<file path="config.mk">
export PLATFORM = sky130hd
export DESIGN_NAME = game_sequencer_flat
export DESIGN_NICKNAME = d
export VERILOG_FILES = /design/src/rtl/game_sequencer_if.sv /design/src/rtl/game_sequencer.sv /design/src/flat_wrapper.sv
export SDC_FILE = /design/constraint.sdc
export NUM_CORES = 1
export LEC_CHECK = 0
export BUFFER_PORTS_ARGS = -buffer_cell sky130_fd_sc_hd__buf_2
export CORE_MARGIN = 3
export CORE_UTILIZATION = 40
export CTS_CLUSTER_SIZE = 20
export DETAILED_ROUTE_END_ITERATION = 8
export MAX_ROUTING_LAYER = met4
export SYNTH_ARGS = -nofsm -noshare
export SYNTH_HDL_FRONTEND = slang
export SYNTH_SLANG_ARGS = --single-unit
</file>
<file path="constraint.sdc">
create_clock -name clk -period 9.8 [get_ports clk]
set_input_delay 0.98 -clock clk [delete_from_list [all_inputs] [get_ports clk]]
set_output_delay 0.98 -clock clk [all_outputs]
set_load 0.02 [all_outputs]
</file>
<file path="src/rtl/game_sequencer_if.sv">
// game_sequencer_if
// Bundles everything the game controller exchanges with the rest of the VGA
// game except clock and reset.
//   Inputs to the controller : startOfFrame, req_bird/req_borders/
//                              req_fortress/req_pig (per-pixel drawing
//                              requests), shoot_pulse, bird_active,
//                              start_key, pause_key, skip_key.
//   Outputs of the controller: coll_bird/coll_fortress/coll_pig
//                              (combinational), hit_pulse, score,
//                              high_score (packed BCD), level, birds_left,
//                              pigs_left, screen, game_active,
//                              new_level_pulse.
// Modport slave is the controller's view, master is the environment's view.
interface game_sequencer_if #(
  parameter int SCORE_DIGITS = 3
);
  logic                        startOfFrame;
  logic                        req_bird;
  logic                        req_borders;
  logic                        req_fortress;
  logic                        req_pig;
  logic                        shoot_pulse;
  logic                        bird_active;
  logic                        start_key;
  logic                        pause_key;
  logic                        skip_key;
  logic                        coll_bird;
  logic                        coll_fortress;
  logic                        coll_pig;
  logic                        hit_pulse;
  logic [4*SCORE_DIGITS-1:0]   score;
  logic [4*SCORE_DIGITS-1:0]   high_score;
  logic [3:0]                  level;
  logic [7:0]                  birds_left;
  logic [3:0]                  pigs_left;
  logic [2:0]                  screen;
  logic                        game_active;
  logic                        new_level_pulse;

  modport slave (
    input  startOfFrame, req_bird, req_borders, req_fortress, req_pig,
           shoot_pulse, bird_active, start_key, pause_key, skip_key,
    output coll_bird, coll_fortress, coll_pig, hit_pulse, score, high_score,
           level, birds_left, pigs_left, screen, game_active, new_level_pulse
  );

  modport master (
    output startOfFrame, req_bird, req_borders, req_fortress, req_pig,
           shoot_pulse, bird_active, start_key, pause_key, skip_key,
    input  coll_bird, coll_fortress, coll_pig, hit_pulse, score, high_score,
           level, birds_left, pigs_left, screen, game_active, new_level_pulse
  );
endinterface

</file>
<file path="src/rtl/game_sequencer.sv">
// game_sequencer
// Game-flow controller for the bird/pig game: collision detection from
// drawing requests, per-level bird/pig bookkeeping, a digit-serial BCD score
// adder (one digit per cycle, saturating at all 9s), end-of-level bonus per
// unused bird, pause, level skip and a persistent high score.
// Ports:
//   clk    - system clock
//   resetN - asynchronous active-low reset, clears everything incl. high score
//   bus    - game_sequencer_if.slave carrying all game inputs and outputs
module game_sequencer #(
  parameter int                        NUM_LEVELS   = 5,
  parameter int                        NUM_PIGS     = 3,
  parameter int                        NUM_BIRDS    = 10,
  parameter int                        SCORE_DIGITS = 3,
  parameter logic [4*SCORE_DIGITS-1:0] HIT_BCD      = 12'h030,
  parameter logic [4*SCORE_DIGITS-1:0] BONUS_BCD    = 12'h001
) (
  input logic             clk,
  input logic             resetN,
  game_sequencer_if.slave bus
);

  localparam int              W          = 4 * SCORE_DIGITS;
  localparam logic [2:0]      LAST_DIGIT = 3'(SCORE_DIGITS - 1);
  localparam logic [3:0]      LAST_LEVEL = 4'(NUM_LEVELS - 1);
  localparam logic [7:0]      BIRDS_INIT = 8'(NUM_BIRDS);
  localparam logic [3:0]      PIGS_INIT  = 4'(NUM_PIGS);
  localparam logic [W-1:0]    ALL_NINES  = {SCORE_DIGITS{4'd9}};

  typedef enum logic [2:0] {
    S_IDLE      = 3'd0,
    S_PLAY      = 3'd1,
    S_LOSE      = 3'd2,
    S_WIN       = 3'd3,
    S_SCORE_ADD = 3'd4,
    S_LEVEL_END = 3'd5,
    S_PAUSE     = 3'd6
  } state_e;

  // One BCD digit add: returns {carry_out, digit}.
  function automatic logic [4:0] bcd_digit_add(input logic [3:0] a,
                                               input logic [3:0] b,
                                               input logic       cin);
    logic [4:0] s;
    s = {1'b0, a} + {1'b0, b} + {4'd0, cin};
    if (s > 5'd9) begin
      bcd_digit_add = {1'b1, 4'(s - 5'd10)};
    end else begin
      bcd_digit_add = {1'b0, s[3:0]};
    end
  endfunction

  state_e         state_q, state_d;
  logic [W-1:0]   score_q, score_d;
  logic [W-1:0]   high_q, high_d;
  logic [W-1:0]   work_q, work_d;
  logic [W-1:0]   addend_q, addend_d;
  logic [2:0]     digit_q, digit_d;
  logic           carry_q, carry_d;
  logic [3:0]     level_q, level_d;
  logic [7:0]     birds_q, birds_d;
  logic [3:0]     pigs_q, pigs_d;
  logic           pig_flag_q, pig_flag_d;
  logic           hit_flag_q, hit_flag_d;
  logic           hit_pulse_q, hit_pulse_d;
  logic           nlp_q, nlp_d;
  logic           active_q, active_d;
  logic           pause_dly_q, skip_dly_q;

  logic           coll_bird_s;
  logic           pig_hit_s;
  logic           pause_rise_s;
  logic           skip_rise_s;
  logic [7:0]     birds_shot_s;
  logic [3:0]     score_dig_s;
  logic [3:0]     addend_dig_s;
  logic [4:0]     digit_res_s;
  logic [W-1:0]   work_merge_s;
  logic [W-1:0]   sum_final_s;

  assign coll_bird_s       = bus.req_bird & (bus.req_borders | bus.req_fortress | bus.req_pig);
  assign bus.coll_bird     = coll_bird_s;
  assign bus.coll_fortress = bus.req_bird & bus.req_fortress;
  assign bus.coll_pig      = bus.req_bird & bus.req_pig;

  assign pause_rise_s = bus.pause_key & ~pause_dly_q;
  assign skip_rise_s  = bus.skip_key & ~skip_dly_q;
  // Only the first pig collision of a frame counts, and only while playing.
  assign pig_hit_s    = (state_q == S_PLAY) & bus.req_bird & bus.req_pig & ~pig_flag_q;
  // birds_left saturates at zero on a shot.
  assign birds_shot_s = (bus.shoot_pulse && (birds_q != 8'd0)) ? (birds_q - 8'd1) : birds_q;

  // Serial BCD datapath: selects the current digit and merges the result.
  always_comb begin
    score_dig_s  = 4'd0;
    addend_dig_s = 4'd0;
    for (int i = 0; i < SCORE_DIGITS; i++) begin
      score_dig_s  = (digit_q == 3'(i)) ? score_q[4*i +: 4]  : score_dig_s;
      addend_dig_s = (digit_q == 3'(i)) ? addend_q[4*i +: 4] : addend_dig_s;
    end
    digit_res_s  = bcd_digit_add(score_dig_s, addend_dig_s, carry_q);
    work_merge_s = work_q;
    for (int i = 0; i < SCORE_DIGITS; i++) begin
      work_merge_s[4*i +: 4] = (digit_q == 3'(i)) ? digit_res_s[3:0] : work_q[4*i +: 4];
    end
    // A carry out of the top digit clamps the score instead of wrapping.
    sum_final_s = digit_res_s[4] ? ALL_NINES : work_merge_s;
  end

  // Next-state and datapath control for the game flow.
  always_comb begin
    state_d  = state_q;
    score_d  = score_q;
    high_d   = high_q;
    work_d   = work_q;
    addend_d = addend_q;
    digit_d  = digit_q;
    carry_d  = carry_q;
    level_d  = level_q;
    birds_d  = birds_q;
    pigs_d   = pigs_q;
    nlp_d    = 1'b0;

    case (state_q)
      S_IDLE, S_LOSE, S_WIN: begin
        if (bus.start_key) begin
          score_d = '0;
          level_d = 4'd0;
          birds_d = BIRDS_INIT;
          pigs_d  = PIGS_INIT;
          state_d = S_PLAY;
        end else begin
          state_d = state_q;
        end
      end
      S_PLAY: begin
        if (pause_rise_s) begin
          state_d = S_PAUSE;
        end else if (pig_hit_s) begin
          pigs_d   = pigs_q - 4'd1;
          birds_d  = birds_shot_s;
          addend_d = HIT_BCD;
          digit_d  = 3'd0;
          carry_d  = 1'b0;
          state_d  = S_SCORE_ADD;
        end else if (skip_rise_s) begin
          if (level_q == LAST_LEVEL) begin
            state_d = S_WIN;
          end else begin
            level_d = level_q + 4'd1;
            nlp_d   = 1'b1;
            birds_d = BIRDS_INIT;
            pigs_d  = PIGS_INIT;
          end
        end else begin
          birds_d = birds_shot_s;
          if ((birds_q == 8'd0) && !bus.bird_active && (pigs_q != 4'd0)) begin
            state_d = S_LOSE;
          end else begin
            state_d = S_PLAY;
          end
        end
      end
      S_SCORE_ADD: begin
        work_d  = work_merge_s;
        carry_d = digit_res_s[4];
        if (digit_q == LAST_DIGIT) begin
          score_d = sum_final_s;
          state_d = (pigs_q == 4'd0) ? S_LEVEL_END : S_PLAY;
        end else begin
          digit_d = digit_q + 3'd1;
        end
      end
      S_LEVEL_END: begin
        if (bus.bird_active) begin
          state_d = S_LEVEL_END;
        end else if (birds_q != 8'd0) begin
          // Each unused bird costs one cycle here plus one add pass.
          birds_d  = birds_q - 8'd1;
          addend_d = BONUS_BCD;
          digit_d  = 3'd0;
          carry_d  = 1'b0;
          state_d  = S_SCORE_ADD;
        end else if (level_q == LAST_LEVEL) begin
          state_d = S_WIN;
        end else begin
          level_d = level_q + 4'd1;
          nlp_d   = 1'b1;
          birds_d = BIRDS_INIT;
          pigs_d  = PIGS_INIT;
          state_d = S_PLAY;
        end
      end
      S_PAUSE: begin
        if (pause_rise_s) begin
          state_d = S_PLAY;
        end else begin
          state_d = S_PAUSE;
        end
      end
      default: begin
        state_d = S_IDLE;
      end
    endcase

    // Score is stable on entry to an end screen, so compare the current value.
    if ((state_d == S_LOSE || state_d == S_WIN) && (state_d != state_q) && (score_q > high_q)) begin
      high_d = score_q;
    end else begin
      high_d = high_d;
    end

    active_d = (state_d == S_PLAY) || (state_d == S_SCORE_ADD) ||
               (state_d == S_LEVEL_END) || (state_d == S_PAUSE);
  end

  // Per-frame flags: set on the counted event, cleared by startOfFrame.
  always_comb begin
    hit_pulse_d = coll_bird_s & ~hit_flag_q;
    if (hit_pulse_d) begin
      hit_flag_d = 1'b1;
    end else begin
      hit_flag_d = bus.startOfFrame ? 1'b0 : hit_flag_q;
    end
    if (pig_hit_s) begin
      pig_flag_d = 1'b1;
    end else begin
      pig_flag_d = bus.startOfFrame ? 1'b0 : pig_flag_q;
    end
  end

  // State and datapath registers.
  always_ff @(posedge clk or negedge resetN) begin
    if (!resetN) begin
      state_q     <= S_IDLE;
      score_q     <= '0;
      high_q      <= '0;
      work_q      <= '0;
      addend_q    <= '0;
      digit_q     <= 3'd0;
      carry_q     <= 1'b0;
      level_q     <= 4'd0;
      birds_q     <= 8'd0;
      pigs_q      <= 4'd0;
      pig_flag_q  <= 1'b0;
      hit_flag_q  <= 1'b0;
      hit_pulse_q <= 1'b0;
      nlp_q       <= 1'b0;
      active_q    <= 1'b0;
    end else begin
      state_q     <= state_d;
      score_q     <= score_d;
      high_q      <= high_d;
      work_q      <= work_d;
      addend_q    <= addend_d;
      digit_q     <= digit_d;
      carry_q     <= carry_d;
      level_q     <= level_d;
      birds_q     <= birds_d;
      pigs_q      <= pigs_d;
      pig_flag_q  <= pig_flag_d;
      hit_flag_q  <= hit_flag_d;
      hit_pulse_q <= hit_pulse_d;
      nlp_q       <= nlp_d;
      active_q    <= active_d;
    end
  end

  // Delayed key copies for rising-edge detection.
  always_ff @(posedge clk or negedge resetN) begin
    if (!resetN) begin
      pause_dly_q <= 1'b0;
      skip_dly_q  <= 1'b0;
    end else begin
      pause_dly_q <= bus.pause_key;
      skip_dly_q  <= bus.skip_key;
    end
  end

  assign bus.hit_pulse       = hit_pulse_q;
  assign bus.score           = score_q;
  assign bus.high_score      = high_q;
  assign bus.level           = level_q;
  assign bus.birds_left      = birds_q;
  assign bus.pigs_left       = pigs_q;
  assign bus.screen          = state_q;
  assign bus.game_active     = active_q;
  assign bus.new_level_pulse = nlp_q;

endmodule
</file>
<file path="src/flat_wrapper.sv">
// flat-port wrapper written by rule: the top's interface ports become plain ports
module game_sequencer_flat 
#(
  parameter int                        NUM_LEVELS   = 5,
  parameter int                        NUM_PIGS     = 3,
  parameter int                        NUM_BIRDS    = 10,
  parameter int                        SCORE_DIGITS = 3,
  parameter logic [4*SCORE_DIGITS-1:0] HIT_BCD      = 12'h030,
  parameter logic [4*SCORE_DIGITS-1:0] BONUS_BCD    = 12'h001
)
  (clk, resetN, bus_startOfFrame, bus_req_bird, bus_req_borders, bus_req_fortress, bus_req_pig, bus_shoot_pulse, bus_bird_active, bus_start_key, bus_pause_key, bus_skip_key, bus_coll_bird, bus_coll_fortress, bus_coll_pig, bus_hit_pulse, bus_score, bus_high_score, bus_level, bus_birds_left, bus_pigs_left, bus_screen, bus_game_active, bus_new_level_pulse);
  game_sequencer_if #(.SCORE_DIGITS(SCORE_DIGITS)) bus_i ();
  input logic clk;
  input logic resetN;
  input wire logic [$bits(bus_i.startOfFrame)-1:0] bus_startOfFrame;
  input wire logic [$bits(bus_i.req_bird)-1:0] bus_req_bird;
  input wire logic [$bits(bus_i.req_borders)-1:0] bus_req_borders;
  input wire logic [$bits(bus_i.req_fortress)-1:0] bus_req_fortress;
  input wire logic [$bits(bus_i.req_pig)-1:0] bus_req_pig;
  input wire logic [$bits(bus_i.shoot_pulse)-1:0] bus_shoot_pulse;
  input wire logic [$bits(bus_i.bird_active)-1:0] bus_bird_active;
  input wire logic [$bits(bus_i.start_key)-1:0] bus_start_key;
  input wire logic [$bits(bus_i.pause_key)-1:0] bus_pause_key;
  input wire logic [$bits(bus_i.skip_key)-1:0] bus_skip_key;
  output wire logic [$bits(bus_i.coll_bird)-1:0] bus_coll_bird;
  output wire logic [$bits(bus_i.coll_fortress)-1:0] bus_coll_fortress;
  output wire logic [$bits(bus_i.coll_pig)-1:0] bus_coll_pig;
  output wire logic [$bits(bus_i.hit_pulse)-1:0] bus_hit_pulse;
  output wire logic [$bits(bus_i.score)-1:0] bus_score;
  output wire logic [$bits(bus_i.high_score)-1:0] bus_high_score;
  output wire logic [$bits(bus_i.level)-1:0] bus_level;
  output wire logic [$bits(bus_i.birds_left)-1:0] bus_birds_left;
  output wire logic [$bits(bus_i.pigs_left)-1:0] bus_pigs_left;
  output wire logic [$bits(bus_i.screen)-1:0] bus_screen;
  output wire logic [$bits(bus_i.game_active)-1:0] bus_game_active;
  output wire logic [$bits(bus_i.new_level_pulse)-1:0] bus_new_level_pulse;
  assign bus_i.startOfFrame = bus_startOfFrame;
  assign bus_i.req_bird = bus_req_bird;
  assign bus_i.req_borders = bus_req_borders;
  assign bus_i.req_fortress = bus_req_fortress;
  assign bus_i.req_pig = bus_req_pig;
  assign bus_i.shoot_pulse = bus_shoot_pulse;
  assign bus_i.bird_active = bus_bird_active;
  assign bus_i.start_key = bus_start_key;
  assign bus_i.pause_key = bus_pause_key;
  assign bus_i.skip_key = bus_skip_key;
  assign bus_coll_bird = bus_i.coll_bird;
  assign bus_coll_fortress = bus_i.coll_fortress;
  assign bus_coll_pig = bus_i.coll_pig;
  assign bus_hit_pulse = bus_i.hit_pulse;
  assign bus_score = bus_i.score;
  assign bus_high_score = bus_i.high_score;
  assign bus_level = bus_i.level;
  assign bus_birds_left = bus_i.birds_left;
  assign bus_pigs_left = bus_i.pigs_left;
  assign bus_screen = bus_i.screen;
  assign bus_game_active = bus_i.game_active;
  assign bus_new_level_pulse = bus_i.new_level_pulse;
  game_sequencer #(.NUM_LEVELS(NUM_LEVELS), .NUM_PIGS(NUM_PIGS), .NUM_BIRDS(NUM_BIRDS), .SCORE_DIGITS(SCORE_DIGITS), .HIT_BCD(HIT_BCD), .BONUS_BCD(BONUS_BCD)) u_core (.clk(clk), .resetN(resetN), .bus(bus_i));
endmodule
</file>
* Yosys cells after proc, flatten, opt, wreduce, memory -nomap -nowiden
Cells that the tools add are included.
** Operators by class
- Add/subtract/negate cells :: 7
- Bitwise logic cells :: 15
- Equal/unequal tests :: 27
- Magnitude comparators :: 2
- Reduce and logical (&&, ||, !) cells :: 30
- Mux-type cells :: 78
** Operators by type and width (count)
- 2-to-1 mux 4 bit :: 23
- 2-to-1 mux 12 bit :: 7
- 2-to-1 mux 8 bit :: 8
- one-hot mux 12 bit (2 select lines) :: 2
- 2-to-1 mux 3 bit :: 15
- one-hot mux 4 bit (3 select lines) :: 2
- one-hot mux 8 bit (3 select lines) :: 1
- == test 3 bit (second input constant) :: 6
- == test 3 x 2 -> 1 bit (second input constant) :: 5
- one-hot mux 3 bit (5 select lines) :: 1
- 2-to-1 mux 1 bit :: 13
- > comparator 12 bit :: 1
- inequality test 2 bit (second input constant) :: 6
- AND reduction 6 bit :: 2
- AND reduction 5 bit :: 2
- bitwise AND 1 bit :: 9
- == test 3 x 1 -> 1 bit (second input constant) :: 3
- one-hot mux 3 bit (3 select lines) :: 1
- logical NOT 8 bit :: 1
- inequality test 2 x 1 -> 1 bit (second input constant) :: 4
- nonzero test 2 bit :: 4
- nonzero test 8 bit :: 1
- subtractor 8 x 1 -> 8 bit (second input constant) :: 1
- AND reduction 7 bit :: 1
- 26 further kinds :: 40
** Word-level totals
- Output and inout port bits :: 49
- Logic and storage cells :: 176
- Input port bits :: 12
- Flip-flop bits (word level) :: 78

* Longest topological paths before layout
- Word-level depth :: 12
- Mapped depth :: 16
- Gate-level depth less buffers :: 15

* Worst setup path after synthesis
OpenSTA, ideal clock, no wires.
- Kind :: reg-to-reg
- Start :: register u_core.digit_q[0]
- End :: register u_core.score_q[11] (netlist: u_core.bus.score[11])
- Slack :: 6544 ps
- Arrival time :: 3135 ps
- Cell stages (with the launch flop) :: 16
- Library setup time :: 121 ps
- Path through :: dfrtp_1 > inv_1 > ha_1 > nand2b_1 > clkbuf_1 > nor2_1 > a221oi_1 > nor2_1 > ha_1 > nor2b_1 > a2bb2oi_1 > mux2i_1 > nand2_1 > clkbuf_1 > o311a_1 > o22a_1
** Between the ends
- Longest elaborated chain between the ends :: 12
** RTL lines
- start: declaration :: line game_sequencer.sv:58 : logic [2:0] digit_q, digit_d;
- start signal: assignment :: line game_sequencer.sv:256 : digit_q <= digit_d;
- logical NOT 3 bit :: line game_sequencer.sv:98, game_sequencer.sv:99
- 2-to-1 mux 4 bit, on equally long branches (3 in series) :: line game_sequencer.sv:98, game_sequencer.sv:99
- adder 4 x 4 -> 5 bit :: line game_sequencer.sv:45 : s = {1'b0, a} + {1'b0, b} + {4'd0, cin};
- adder 5 x 1 -> 5 bit :: line game_sequencer.sv:45
- subtractor 4 bit or > comparator 5 x 4 -> 1 bit (tied branches) :: line game_sequencer.sv:47, game_sequencer.sv:46
- 2-to-1 mux 5 bit :: line game_sequencer.sv:46 : if (s > 5'd9) begin
- 2-to-1 mux 4 bit :: line game_sequencer.sv:104 : work_merge_s[4*i +: 4] = (digit_q == 3'(i)) ? digit_res_s[3:0] : work_q[4*i +: 4];
- 2-to-1 mux 12 bit :: line game_sequencer.sv:107 : sum_final_s = digit_res_s[4] ? ALL_NINES : work_merge_s;
- 2-to-1 mux 12 bit :: line game_sequencer.sv:167 : if (digit_q == LAST_DIGIT) begin
- one-hot mux 12 bit (2 select lines) :: line game_sequencer.sv:124 : case (state_q)
- end signal: assignment :: line game_sequencer.sv:252 : score_q <= score_d;
- end: declaration :: line game_sequencer.sv:54 : logic [W-1:0] score_q, score_d;
Parallel ways exist; a longest one is shown, timed or not. The select of a mux whose other input is x is not followed.
A chain may end at the register's enable or synchronous reset.

* Worst setup path in the final report
- Start :: register u_core.digit_q[0]
- End :: register u_core.score_q[1] (netlist: u_core.bus.score[1])
** Between the ends
- Longest elaborated chain between the ends :: 12
** RTL lines (line)
- logical NOT 3 bit :: game_sequencer.sv:98, game_sequencer.sv:99, game_sequencer.sv:104
- 2-to-1 mux 4 bit, on equally long branches (3 in series) :: game_sequencer.sv:98, game_sequencer.sv:99
- adder 4 x 4 -> 5 bit :: game_sequencer.sv:45
- adder 5 x 1 -> 5 bit :: game_sequencer.sv:45
- subtractor 4 bit or > comparator 5 x 4 -> 1 bit (tied branches) :: game_sequencer.sv:47, game_sequencer.sv:46
- 2-to-1 mux 5 bit :: game_sequencer.sv:46
- 2-to-1 mux 4 bit :: game_sequencer.sv:104
- 2-to-1 mux 12 bit :: game_sequencer.sv:107
- 2-to-1 mux 12 bit :: game_sequencer.sv:167
- one-hot mux 12 bit (2 select lines) :: game_sequencer.sv:124
Parallel ways exist; a longest one is shown, timed or not. The select of a mux whose other input is x is not followed.

==> impl.org <==
** Synth
- Dominant cell by count in the synthesized netlist :: sky130_fd_sc_hd__dfrtp_1
- Fraction of the yosys area taken by sequential cells :: 0.389
- Synth Flop Type :: sky130_fd_sc_hd__dfrtp_1
- After synthesis the cells add up to around 0.0042 mm2.
- List of most frequent post-synthesis cells :: sky130_fd_sc_hd__dfrtp_1 (65), sky130_fd_sc_hd__nor2_1 (47), sky130_fd_sc_hd__o21ai_0 (37), sky130_fd_sc_hd__nand2_1 (35), sky130_fd_sc_hd__inv_1 (29)
- Biggest area contributors in the synthesized netlist :: sky130_fd_sc_hd__dfrtp_1 (39%), sky130_fd_sc_hd__ha_1 (6.9%), sky130_fd_sc_hd__o21ai_0 (4.4%)
- Nets in the synthesized netlist :: 490
- The synthesized design spends more area on one cell type than any other, namely sky130_fd_sc_hd__dfrtp_1.
- Cells after Synth :: roughly 450
- For this run, the number of Yosys warnings is 0.
- For this run, asynchronously set or reset flops after synthesis account for 1.00.
- Of the post-synthesis cell area, the dominant cell type holds 0.389.
- Each instance of the synthesized netlist takes up on average about 9 um2.
- EDFF count, synth :: 0
- Synthesized flop and latch total :: 65
- The number of different library cells used by synthesis comes to 70.

** Routing
- DR vias :: roughly 3.6k
- Using the TritonRoute via totals, the vias-per-cell ratio works out to between 5 and 6.
- In the routed design, unresolved DRC markers number 0.
- In the final routed layout, each cell accounts on average for 17.0 um.
- Antenna violation net count after detailed routing :: 0
- Total Wirelength :: 11,000 um
- Total iterations of the first detailed-routing run :: 5
- DR iter-0 viols :: about 250

** Critical path
- Cell family with most CP delay :: simple AND/OR/NAND/NOR gates
- Delay of the slowest cell on the worst path :: around 0.47 ns
- For the worst setup path, the data arrival time is 3.97 ns.
- The critical path is of the flip-flop to flip-flop type.
- Cell-by-cell trace of the critical path :: inv_1 > ha_1 > nand2b_1 > nor2_1 > a22oi_1 > nor2_1 > a21oi_1 > fa_1 > nor2b_1 > a2bb2oi_1 > mux2i_1 > nand2_1 > o21ai_0 > o21ai_0
- Kind of end point of the critical path :: flip-flop
- Of all nets on the critical path, the largest fanout is 10.
- Worst-path cell with the longest stage delay :: sky130_fd_sc_hd__o21ai_0
- Count of buffer and inverter cells on the critical path :: 1
- STA classifies the critical path startpoint as a flip-flop.
- For flop-to-flop paths, the worst setup slack is 6.05 ns.
- Required arrival time at the worst endpoint :: 10.01 ns

** Pwr
- PD cells :: between 300 and 400 mW/mm2
- Across the VDD grid, the largest voltage drop is 0.116 mV.
- Summed over all cells, the static leakage comes to approximately 2.2 nW.

** Clock tree
- Clock latency on the worst-skew pair, taken at its later pin, is 0.35 ns.
- After clock tree synthesis, the clock-pin slew on the worst setup and hold paths is 0.07 ns.
- The tree is rooted in a sky130_fd_sc_hd__clkbuf_8.
- Number of clock buffers inserted by TritonCTS :: 9
- Clock tree from TritonCTS :: done
- For this design, the CTS-stage hold fixing added 0 buffers.
- The longest clock path from root to sink contains 2 buffers.
- CTS saw between 60 and 70 sinks.
- Number of gates resized after CTS :: 0
- Buffers added to address setup during post-CTS repair amount to 0.
- The H-tree generated during clock tree synthesis spans 3 levels.

** Timing
- Worst Setup Slack, final :: between 6 and 7 ns
- At the pin with the least slew margin, the transition time is 0.828 ns.
- Final setup violation count :: 0
- Across the routed clock network, the largest skew measured is approximately 0.014 ns.
- For the final routed database, the setup TNS stands at 0 ns.
- Timing would allow up to 267 MHz.
- Measured against its own limit, the worst slew margin works out to 0.448.
- Counting I/O delays and the setup requirement, the final critical path takes ~3.8 ns.
- Number of failing hold endpoints at the final stage :: 0
- Setup repair after global routing left no endpoint under its margin.
- Dividing the final minimum period by the clock period gives 0.383.
- The total count of max-transition violations in the final report was 0.

** Floorplanning
- Core box area :: about 0.01 mm2
- # IOs :: just over 60
- Die width :: 108 um
- Number of standard-cell rows in the floorplan :: 36
- Initial standard-cell utilization of the core :: 0.420
- Die span in y :: roughly 110 um
- The die covers 0.0117 mm2.

** Global routing
- The first global-routing pass estimated between 15,000 and 20,000 um of wire.
- Largest net degree at the start of global routing :: 66
- Summed over all layers, the global routing overflow is 0.
- Antenna violations before repair :: 0
- In the global route stage, overall resource usage came out at 0.201.
- The via count of the first global-routing pass was ~3.5k.

** Place
- Routability-driven placement finished with a final weighted congestion of a little over 0.9.
- Count of port buffers added during placement :: 60
- The number of placed instances, taps included, is 631.
- Worst setup timing slack at the placement stage :: 6.09 ns
- Sum of net half-perimeters after detailed placement :: approximately 8300 um

** Cells and area
- Relative to the synthesized area, the layout overhead comes to 13.7%.
- Final standard cell count with taps included and fillers excluded :: around 650
- Number of inserted diodes :: 0
- Share of post-route cells with drive strength above 1 :: 0.203
- Count of nets after finishing :: 546

** Min path
- Worst min-delay path class :: flip-flop to flip-flop

** Status
- Run status :: finished clean

** Flow run
- Across the run, the number of max-cap violations was 0.
## where the power goes
part	internal, mW	total [mW]	switching, mW
Combinational	0.341	0.880	0.539
Sequential	0.356	0.474	0.117
Clock	0.104	0.214	0.110
Total	0.802	1.57	0.767
## kinds of logic (layout without fill, tap and decap cells)
logic type	count (synthesis)	in the layout	synth area share
AND/OR/NAND/NOR	161	161	0.205
AO/OA/AOI/OAI	131	131	0.212
flip-flops	65	65	0.389
buffers and inverters	46	106	0.0461
adder cells (fa/ha/maj)	25	25	0.0784
multiplexers	20	20	0.0595
XOR/XNOR	5	5	0.0105
## through the flow
stage | total power [mW] | hold slack [ns] | instance area [um2] | utilization
after global placement | 1.35 | 0.430 | 4580 | 0.460
final | 1.57 | 0.447 | 4760 | 0.478
after floorplan | 1.11 | 0.426 | 4180 | -
after global routing | 1.71 | 0.481 | 4760 | 0.478
after CTS | 1.57 | 0.449 | 4760 | 0.478
after detailed placement | 1.36 | 0.444 | 4580 | 0.460
## final cells by class
type | count | area (um2)
clock inverters | 4 | 28.8
fillers | 961 | 5200
inverters | 30 | 113
repair buffers | 61 | 308
flip-flops and latches | 65 | 1630
clock buffers | 11 | 151
well taps | 133 | 166
multi-input cells | 342 | 2360
## state kept, by name (all words and copies together), names as in the netlist, 2 cells and up
name                   count
u_core.bus.high_score     12
u_core.bus.score          12
u_core.work_q              9
u_core.bus.birds_left      8
u_core.bus.level           4
u_core.bus.pigs_left       4
u_core.bus.screen          3
u_core.digit_q             3
u_core.addend_q            2
## layer usage
metal / share of wire / GRT usage
met1: 0.47 / 0.271
met4: 0.018 / 0.0676
met3: 0.046 / 0.0358
met2: 0.46 / 0.309
met5: 0 / -
## worst register-to-register path, stage by stage, from the launching register on
cell and delay, ns:
sky130_fd_sc_hd__dfrtp_1 0.42, sky130_fd_sc_hd__inv_1 0.11, sky130_fd_sc_hd__ha_1 0.22, sky130_fd_sc_hd__nand2b_1 0.21, sky130_fd_sc_hd__nor2_1 0.24, sky130_fd_sc_hd__a22oi_1 0.12, sky130_fd_sc_hd__nor2_1 0.11, sky130_fd_sc_hd__a21oi_1 0.06
sky130_fd_sc_hd__fa_1 0.40, sky130_fd_sc_hd__nor2b_1 0.21, sky130_fd_sc_hd__a2bb2oi_1 0.21, sky130_fd_sc_hd__mux2i_1 0.35, sky130_fd_sc_hd__nand2_1 0.31, sky130_fd_sc_hd__o21ai_0 0.47, sky130_fd_sc_hd__o21ai_0 0.17
## path summary, 6_finish.rpt
kind / start / end / cells after the start
min: u_core.hit_flag_q / u_core.bus.hit_pulse / 1
max reg2reg: u_core.digit_q[0] / u_core.bus.score[1] / 14
min in group asynchronous: resetN / u_core.bus.high_score[7] / 2
max: u_core.digit_q[0] / u_core.bus.score[1] / 14
min reg2reg: u_core.hit_flag_q / u_core.bus.hit_pulse / 1
max in group asynchronous: resetN / u_core.bus.pigs_left[2] / 2
## layout by cell type (no fill, tap or decap), types with 6 or more instances in the layout
cell type                  count
sky130_fd_sc_hd__dfrtp_1      65
sky130_fd_sc_hd__buf_2        60
sky130_fd_sc_hd__nor2_1       47
sky130_fd_sc_hd__o21ai_0      37
sky130_fd_sc_hd__nand2_1      35
sky130_fd_sc_hd__inv_1        29
sky130_fd_sc_hd__a21oi_1      26
sky130_fd_sc_hd__ha_1         23
sky130_fd_sc_hd__clkbuf_8     11
sky130_fd_sc_hd__nand2b_1     10
sky130_fd_sc_hd__nor2b_1      10
sky130_fd_sc_hd__nor3_1        9
sky130_fd_sc_hd__mux2_4        9
sky130_fd_sc_hd__mux2i_1       8
sky130_fd_sc_hd__and2_1        7
sky130_fd_sc_hd__a31oi_1       6
sky130_fd_sc_hd__o211ai_1      6
Note: power is estimated with default switching activity, not from simulation.
